[config.mk]
export PLATFORM = sky130hd
export DESIGN_NAME = fact_ctrl_flat
export DESIGN_NICKNAME = d
export VERILOG_FILES = /design/src/rtl/fact_pkg.sv /design/src/rtl/fact_ctrl_if.sv /design/src/rtl/fact_ctrl.sv /design/src/flat_wrapper.sv
export SDC_FILE = /design/constraint.sdc
export NUM_CORES = 1
export LEC_CHECK = 0
export ABC_CLOCK_PERIOD_IN_PS = 1810
export BUFFER_PORTS_ARGS = -buffer_cell sky130_fd_sc_hd__clkbuf_2
export CORE_AREA = 2 2 39 41
export CTS_CLUSTER_SIZE = 20
export DETAILED_ROUTE_END_ITERATION = 7
export DIE_AREA = 0 0 41 43
export PLACE_DENSITY = 0.54
export SLEW_MARGIN = 15
export SYNTH_ARGS = -nofsm -noshare
export SYNTH_HDL_FRONTEND = slang
export SYNTH_SLANG_ARGS = --single-unit
[constraint.sdc]
create_clock -name CLK -period 1.81 [get_ports CLK]
set_input_delay 0.362 -clock CLK [delete_from_list [all_inputs] [get_ports CLK]]
set_output_delay 0.362 -clock CLK [all_outputs]
set_load 0.005 [all_outputs]
[src/rtl/fact_pkg.sv]
// rtl/fact_pkg.sv - shared state encoding and constants for the factorial controller
package fact_pkg;

    localparam int DEFAULT_WIDTH = 4;
    localparam int DEFAULT_MAX_N = 12;

    localparam logic [2:0] ST_IDLE  = 3'd0;
    localparam logic [2:0] ST_LOAD  = 3'd1;
    localparam logic [2:0] ST_CHECK = 3'd2;
    localparam logic [2:0] ST_MULT  = 3'd3;
    localparam logic [2:0] ST_FIN   = 3'd4;

    typedef enum logic [2:0] {
        IDLE  = ST_IDLE,
        LOAD  = ST_LOAD,
        CHECK = ST_CHECK,
        MULT  = ST_MULT,
        FIN   = ST_FIN
    } state_t;

    // Product register mux select values
    localparam logic PROD_ONE = 1'b0;
    localparam logic PROD_MUL = 1'b1;

endpackage

[src/rtl/fact_ctrl_if.sv]
// rtl/fact_ctrl_if.sv - request, counter and product control signals of the factorial controller
interface fact_ctrl_if #(
    parameter int WIDTH = 4
);

    logic             GO;
    logic [WIDTH-1:0] N;
    logic [WIDTH-1:0] CNT_Q;
    logic             CNT_LD;
    logic             CNT_EN;
    logic [WIDTH-1:0] CNT_D;
    logic             PROD_LD;
    logic             PROD_SEL;
    logic             BUSY;
    logic             DONE;
    logic             ERR;

    // Requester/datapath side
    modport master (
        output GO, N, CNT_Q,
        input  CNT_LD, CNT_EN, CNT_D, PROD_LD, PROD_SEL, BUSY, DONE, ERR
    );

    // Controller side
    modport slave (
        input  GO, N, CNT_Q,
        output CNT_LD, CNT_EN, CNT_D, PROD_LD, PROD_SEL, BUSY, DONE, ERR
    );

endinterface

[src/rtl/fact_ctrl.sv]
// rtl/fact_ctrl.sv - Moore control FSM sequencing the down-counter and product register
module fact_ctrl
    import fact_pkg::*;
#(
    parameter int WIDTH = DEFAULT_WIDTH,
    parameter int MAX_N = DEFAULT_MAX_N
) (
    input  logic        CLK,
    input  logic        RST_N,
    fact_ctrl_if.slave  bus
);

    // Limit and terminal count expressed on WIDTH bits so all compares stay unsigned
    localparam logic [WIDTH-1:0] MAX_N_W = WIDTH'(MAX_N);
    localparam logic [WIDTH-1:0] ONE_W   = WIDTH'(1);

    state_t           state_q;
    state_t           state_d;
    logic [WIDTH-1:0] n_q;
    logic             err_q;

    logic go_accept;
    logic go_reject;

    // GO only matters in IDLE; it is ignored while busy
    assign go_accept = (state_q == IDLE) && bus.GO && (bus.N <= MAX_N_W);
    assign go_reject = (state_q == IDLE) && bus.GO && (bus.N >  MAX_N_W);

    // State, captured operand and sticky error flag
    always_ff @(posedge CLK) begin
        if (!RST_N) begin
            state_q <= IDLE;
            n_q     <= '0;
            err_q   <= 1'b0;
        end else begin
            state_q <= state_d;
            if (go_accept) begin
                n_q   <= bus.N;
                err_q <= 1'b0;
            end else if (go_reject) begin
                err_q <= 1'b1;
            end
        end
    end

    // Next-state logic
    always_comb begin
        state_d = state_q;
        unique case (state_q)
            IDLE:    if (go_accept) state_d = LOAD;
            LOAD:    state_d = CHECK;
            CHECK:   state_d = (bus.CNT_Q <= ONE_W) ? FIN : MULT;
            MULT:    state_d = CHECK;
            FIN:     state_d = IDLE;
            default: state_d = IDLE;
        endcase
    end

    // Output decode from the state register only; LOAD and MULT never overlap,
    // so CNT_LD and CNT_EN are mutually exclusive by construction
    always_comb begin
        bus.CNT_LD   = 1'b0;
        bus.CNT_EN   = 1'b0;
        bus.PROD_LD  = 1'b0;
        bus.PROD_SEL = PROD_ONE;
        bus.BUSY     = 1'b1;
        bus.DONE     = 1'b0;
        unique case (state_q)
            IDLE: bus.BUSY = 1'b0;
            LOAD: begin
                bus.CNT_LD   = 1'b1;
                bus.PROD_LD  = 1'b1;
                bus.PROD_SEL = PROD_ONE;
            end
            CHECK: ;
            MULT: begin
                bus.CNT_EN   = 1'b1;
                bus.PROD_LD  = 1'b1;
                bus.PROD_SEL = PROD_MUL;
            end
            FIN:  bus.DONE = 1'b1;
            default: bus.BUSY = 1'b0;
        endcase
    end

    assign bus.CNT_D = n_q;
    assign bus.ERR   = err_q;

endmodule

[src/flat_wrapper.sv]
// flat-port wrapper written by rule: the top's interface ports become plain ports
module fact_ctrl_flat import fact_pkg::*;
#(
    parameter int WIDTH = DEFAULT_WIDTH,
    parameter int MAX_N = DEFAULT_MAX_N
)
  (CLK, RST_N, bus_GO, bus_N, bus_CNT_Q, bus_CNT_LD, bus_CNT_EN, bus_CNT_D, bus_PROD_LD, bus_PROD_SEL, bus_BUSY, bus_DONE, bus_ERR);
  fact_ctrl_if #(.WIDTH(WIDTH)) bus_i ();
  input  logic CLK;
  input  logic RST_N;
  input wire logic [$bits(bus_i.GO)-1:0] bus_GO;
  input wire logic [$bits(bus_i.N)-1:0] bus_N;
  input wire logic [$bits(bus_i.CNT_Q)-1:0] bus_CNT_Q;
  output wire logic [$bits(bus_i.CNT_LD)-1:0] bus_CNT_LD;
  output wire logic [$bits(bus_i.CNT_EN)-1:0] bus_CNT_EN;
  output wire logic [$bits(bus_i.CNT_D)-1:0] bus_CNT_D;
  output wire logic [$bits(bus_i.PROD_LD)-1:0] bus_PROD_LD;
  output wire logic [$bits(bus_i.PROD_SEL)-1:0] bus_PROD_SEL;
  output wire logic [$bits(bus_i.BUSY)-1:0] bus_BUSY;
  output wire logic [$bits(bus_i.DONE)-1:0] bus_DONE;
  output wire logic [$bits(bus_i.ERR)-1:0] bus_ERR;
  assign bus_i.GO = bus_GO;
  assign bus_i.N = bus_N;
  assign bus_i.CNT_Q = bus_CNT_Q;
  assign bus_CNT_LD = bus_i.CNT_LD;
  assign bus_CNT_EN = bus_i.CNT_EN;
  assign bus_CNT_D = bus_i.CNT_D;
  assign bus_PROD_LD = bus_i.PROD_LD;
  assign bus_PROD_SEL = bus_i.PROD_SEL;
  assign bus_BUSY = bus_i.BUSY;
  assign bus_DONE = bus_i.DONE;
  assign bus_ERR = bus_i.ERR;
  fact_ctrl #(.WIDTH(WIDTH), .MAX_N(MAX_N)) u_core (.CLK(CLK), .RST_N(RST_N), .bus(bus_i));
endmodule
==> qor.yml <==
floorplan:
  die_area_um2: 1760
  dieHeight_um: 43
  core_area_um2: 1380
  ioPinCount: 22
  die_w_um: 41
  start_util: 0.264
  row_count: 14
clock_network:
  hold_buffers: 0
  clkTransAtPathRegs_ns: 0.06
  cts_buffers: 3
  cts_setup_buffers: 0
  cts_resized: 0
  root_buffer: "clkbuf_4"
  h-tree-depth: 1
  cts_buffer_depth: 2
  clkSinkCount: 8
  cts_tree: "yes"
  clkLatencyLatePin_ns: 0.25
worst_hold_path:
  hold_end: "u_core.bus.CNT_D[1]"
  holdCritStartpoint: "bus_N[1]"
  min_path_cells: 3
  hold_class: "in2reg"
final_layout:
  final_common_cell: "clkbuf_2"
  final_cell_mix: "20 x clkbuf_2, 8 x dfxtp_1, 4 x nand2_1, 3 x mux2i_1, 3 x clkbuf_4"
  antenna_cells: 0
  synthToLayoutAreaGrowth_pct: 37.0
  nFillCells: 149
  multi_input_area_um2: 198
  regArea_um2: 160
  fin_nets: 71
  post-route-util: 0.362
  drive_gt1_frac: 0.466
worst_setup_path:
  cp_max_fo: 6
  max_stage_delay_ns: 0.40
  cp-start-kind: "flip-flop"
  cp_slowest_cell: "dfxtp_1"
  endpoint_kind: "output pin"
  arrival_ns: 1.13
  reg2reg_to: "u_core.bus.CNT_D[1]"
  r2r_start: "u_core.state_q[1]"
  reg2regPathDepth: 3
  critPathRequiredTime_ns: 1.45
  critPathKind: "reg2out"
  crit_path_cell_trace: "nor2b_1 > and2_1 > clkbuf_2"
  ff2ff_setup_slack_ns: 0.43
global_route:
  gr-usage-all-layers: 0.118
  overflow: 0
  grt_pass1_wl_um: 1300
  antenna_found_initial: 0
  grt_pass1_vias: 309
  grt_max_degree: 9
synthesis:
  syn_nets: 47
  post-synth-top-area-cell: "dfxtp_1"
  synth_warnings: 0
  ys_seq_area_frac: 0.438
  ys_ff_latch: 8
  syn_area_um2: 365
  ys_top_cells_by_area: "dfxtp_1 44%, mux2i_1 8.2%, o221a_2 6.2%"
  netlist.area_leader.share: 0.438
  synth.avg_cell_area_um2: 10.1
  synth_cells: 36
  yosys.cell_types.count: 19
detailed_routing:
  firstDrtPassIters: 4
  vias_per_cell: 4.50
  drc: 0
  drt-initial-drc-count: 7
  antenna_left: 0
  routedWlPerCell_um: 9.58
  totalWireLength_um: 709
  vias: 333
power_and_ir_drop:
  intPower_uw: 312
  clockPowerShare: 0.324
  power.total_uw: 419
  p_switching_uw: 107
  peakVddDrop_uv: 343
  sw_frac_of_total: 0.255
  p_per_area_nw_per_um2: 838
  pwr-share-comb: 0.196
  p_leak_nw: 0.252
  seqPwrFrac: 0.480
placement:
  port_buffers: 20
  dp_hpwl_um: 568
  place_congestion: 0.740
  pre_cts_ws_ns: 0.426
status:
  outcome: "completed"
timing:
  slew_headroom: 0.857
  maxSlewViolCount: 0
  tightest_slew_ns: 0.211
  setup_viol: 0
  min_period_over_period: 0.822
  holdWs_ns: 0.353
  finalHoldViolations: 0
  layout_min_cycle_time_ns: 1.49
  fin_tns_setup_ns: 0
  final.setup.worst_slack_ns: 0.321
  max_freq_ghz: 0.672
  rsz0062_at_grt: "no"
  fin_skew_ns: 0.00537
run:
  drv_cap: 0
-- metal layers --
metal,GRT usage,routed length (um),vias to the layer above
met5,0,0,-
met4,0.100,10,0
met3,0.0628,59,2
met2,0.147,316,14
met1,0.141,323,141
li1,-,-,176
-- logic make-up (layout without fill, tap and decap cells) --
family | count (synthesis) | after routing | synth area share
compound gates | 5 | 5 | 0.127
xor+xnor | 1 | 1 | 0.0240
mux | 3 | 3 | 0.0822
simple gates | 18 | 18 | 0.308
buf+inv | 1 | 23 | 0.0206
flops | 8 | 8 | 0.438
-- stage by stage --
step           area, um^2  instances
2_1_floorplan         365         36
3_5_place_dp          478         71
4_1_cts               500         74
5_1_grt               500         74
3_3_place_gp          478         71
6_report              500         74
-- sequential cells by signal (all words and copies together), names as in the netlist --
name / count
u_core.bus.ERR: 1
u_core.state_q: 3
u_core.bus.CNT_D: 4
-- layout make-up --
cell class                 instances  area share
timing repair buffer              20       0.200
sequential                         8       0.320
multi-input combinational         27       0.395
tap                               16      0.0400
clock buffer                       3      0.0450
-- worst max-delay path by stage --
stage / startpoint / to / slack [ns] / cells after the start
final: u_core.state_q[0] / bus_CNT_EN / 0.32 / 3
after global routing: u_core.state_q[0] / bus_PROD_SEL / 0.17 / 3
after CTS: u_core.state_q[0] / bus_CNT_EN / 0.30 / 3
after detailed placement: bus_GO / u_core.bus.CNT_D[0] / 0.43 / 4
after global placement: bus_GO / u_core.bus.CNT_D[0] / 0.43 / 4
after floorplan: u_core.state_q[1] / u_core.bus.CNT_D[2] / 0.51 / 2
-- power groups by stage --
stage               sequential [mW]  clock, mW  combinational [mW]
global route                  0.204      0.161              0.0937
global placement              0.205          0              0.0824
detailed placement            0.205          0              0.0836
finish                        0.202      0.136              0.0821
CTS                           0.202      0.140              0.0837
floorplan                     0.204          0              0.0490
-- synthesized netlist by cell type --
cell type and count:
a21oi_1 1, a2bb2oi_1 1, and2_1 2, and2b_1 1, buf_4 1, dfxtp_1 8, mux2i_1 3, nand2_1 4
nand2b_1 2, nor2_1 2, nor2_4 1, nor2b_1 2, nor3_1 1, nor4b_1 1, o211a_1 1, o221a_2 2
or3_1 1, or4b_4 1, xnor2_1 1
-- critical path: cells and delay by family, from the launching register on --
kind,cells,cell delay [ns]
flip-flops,1,0.40
buffers and inverters,1,0.11
AND/OR/NAND/NOR,2,0.36
Note: power is estimated with default switching activity, not from simulation.
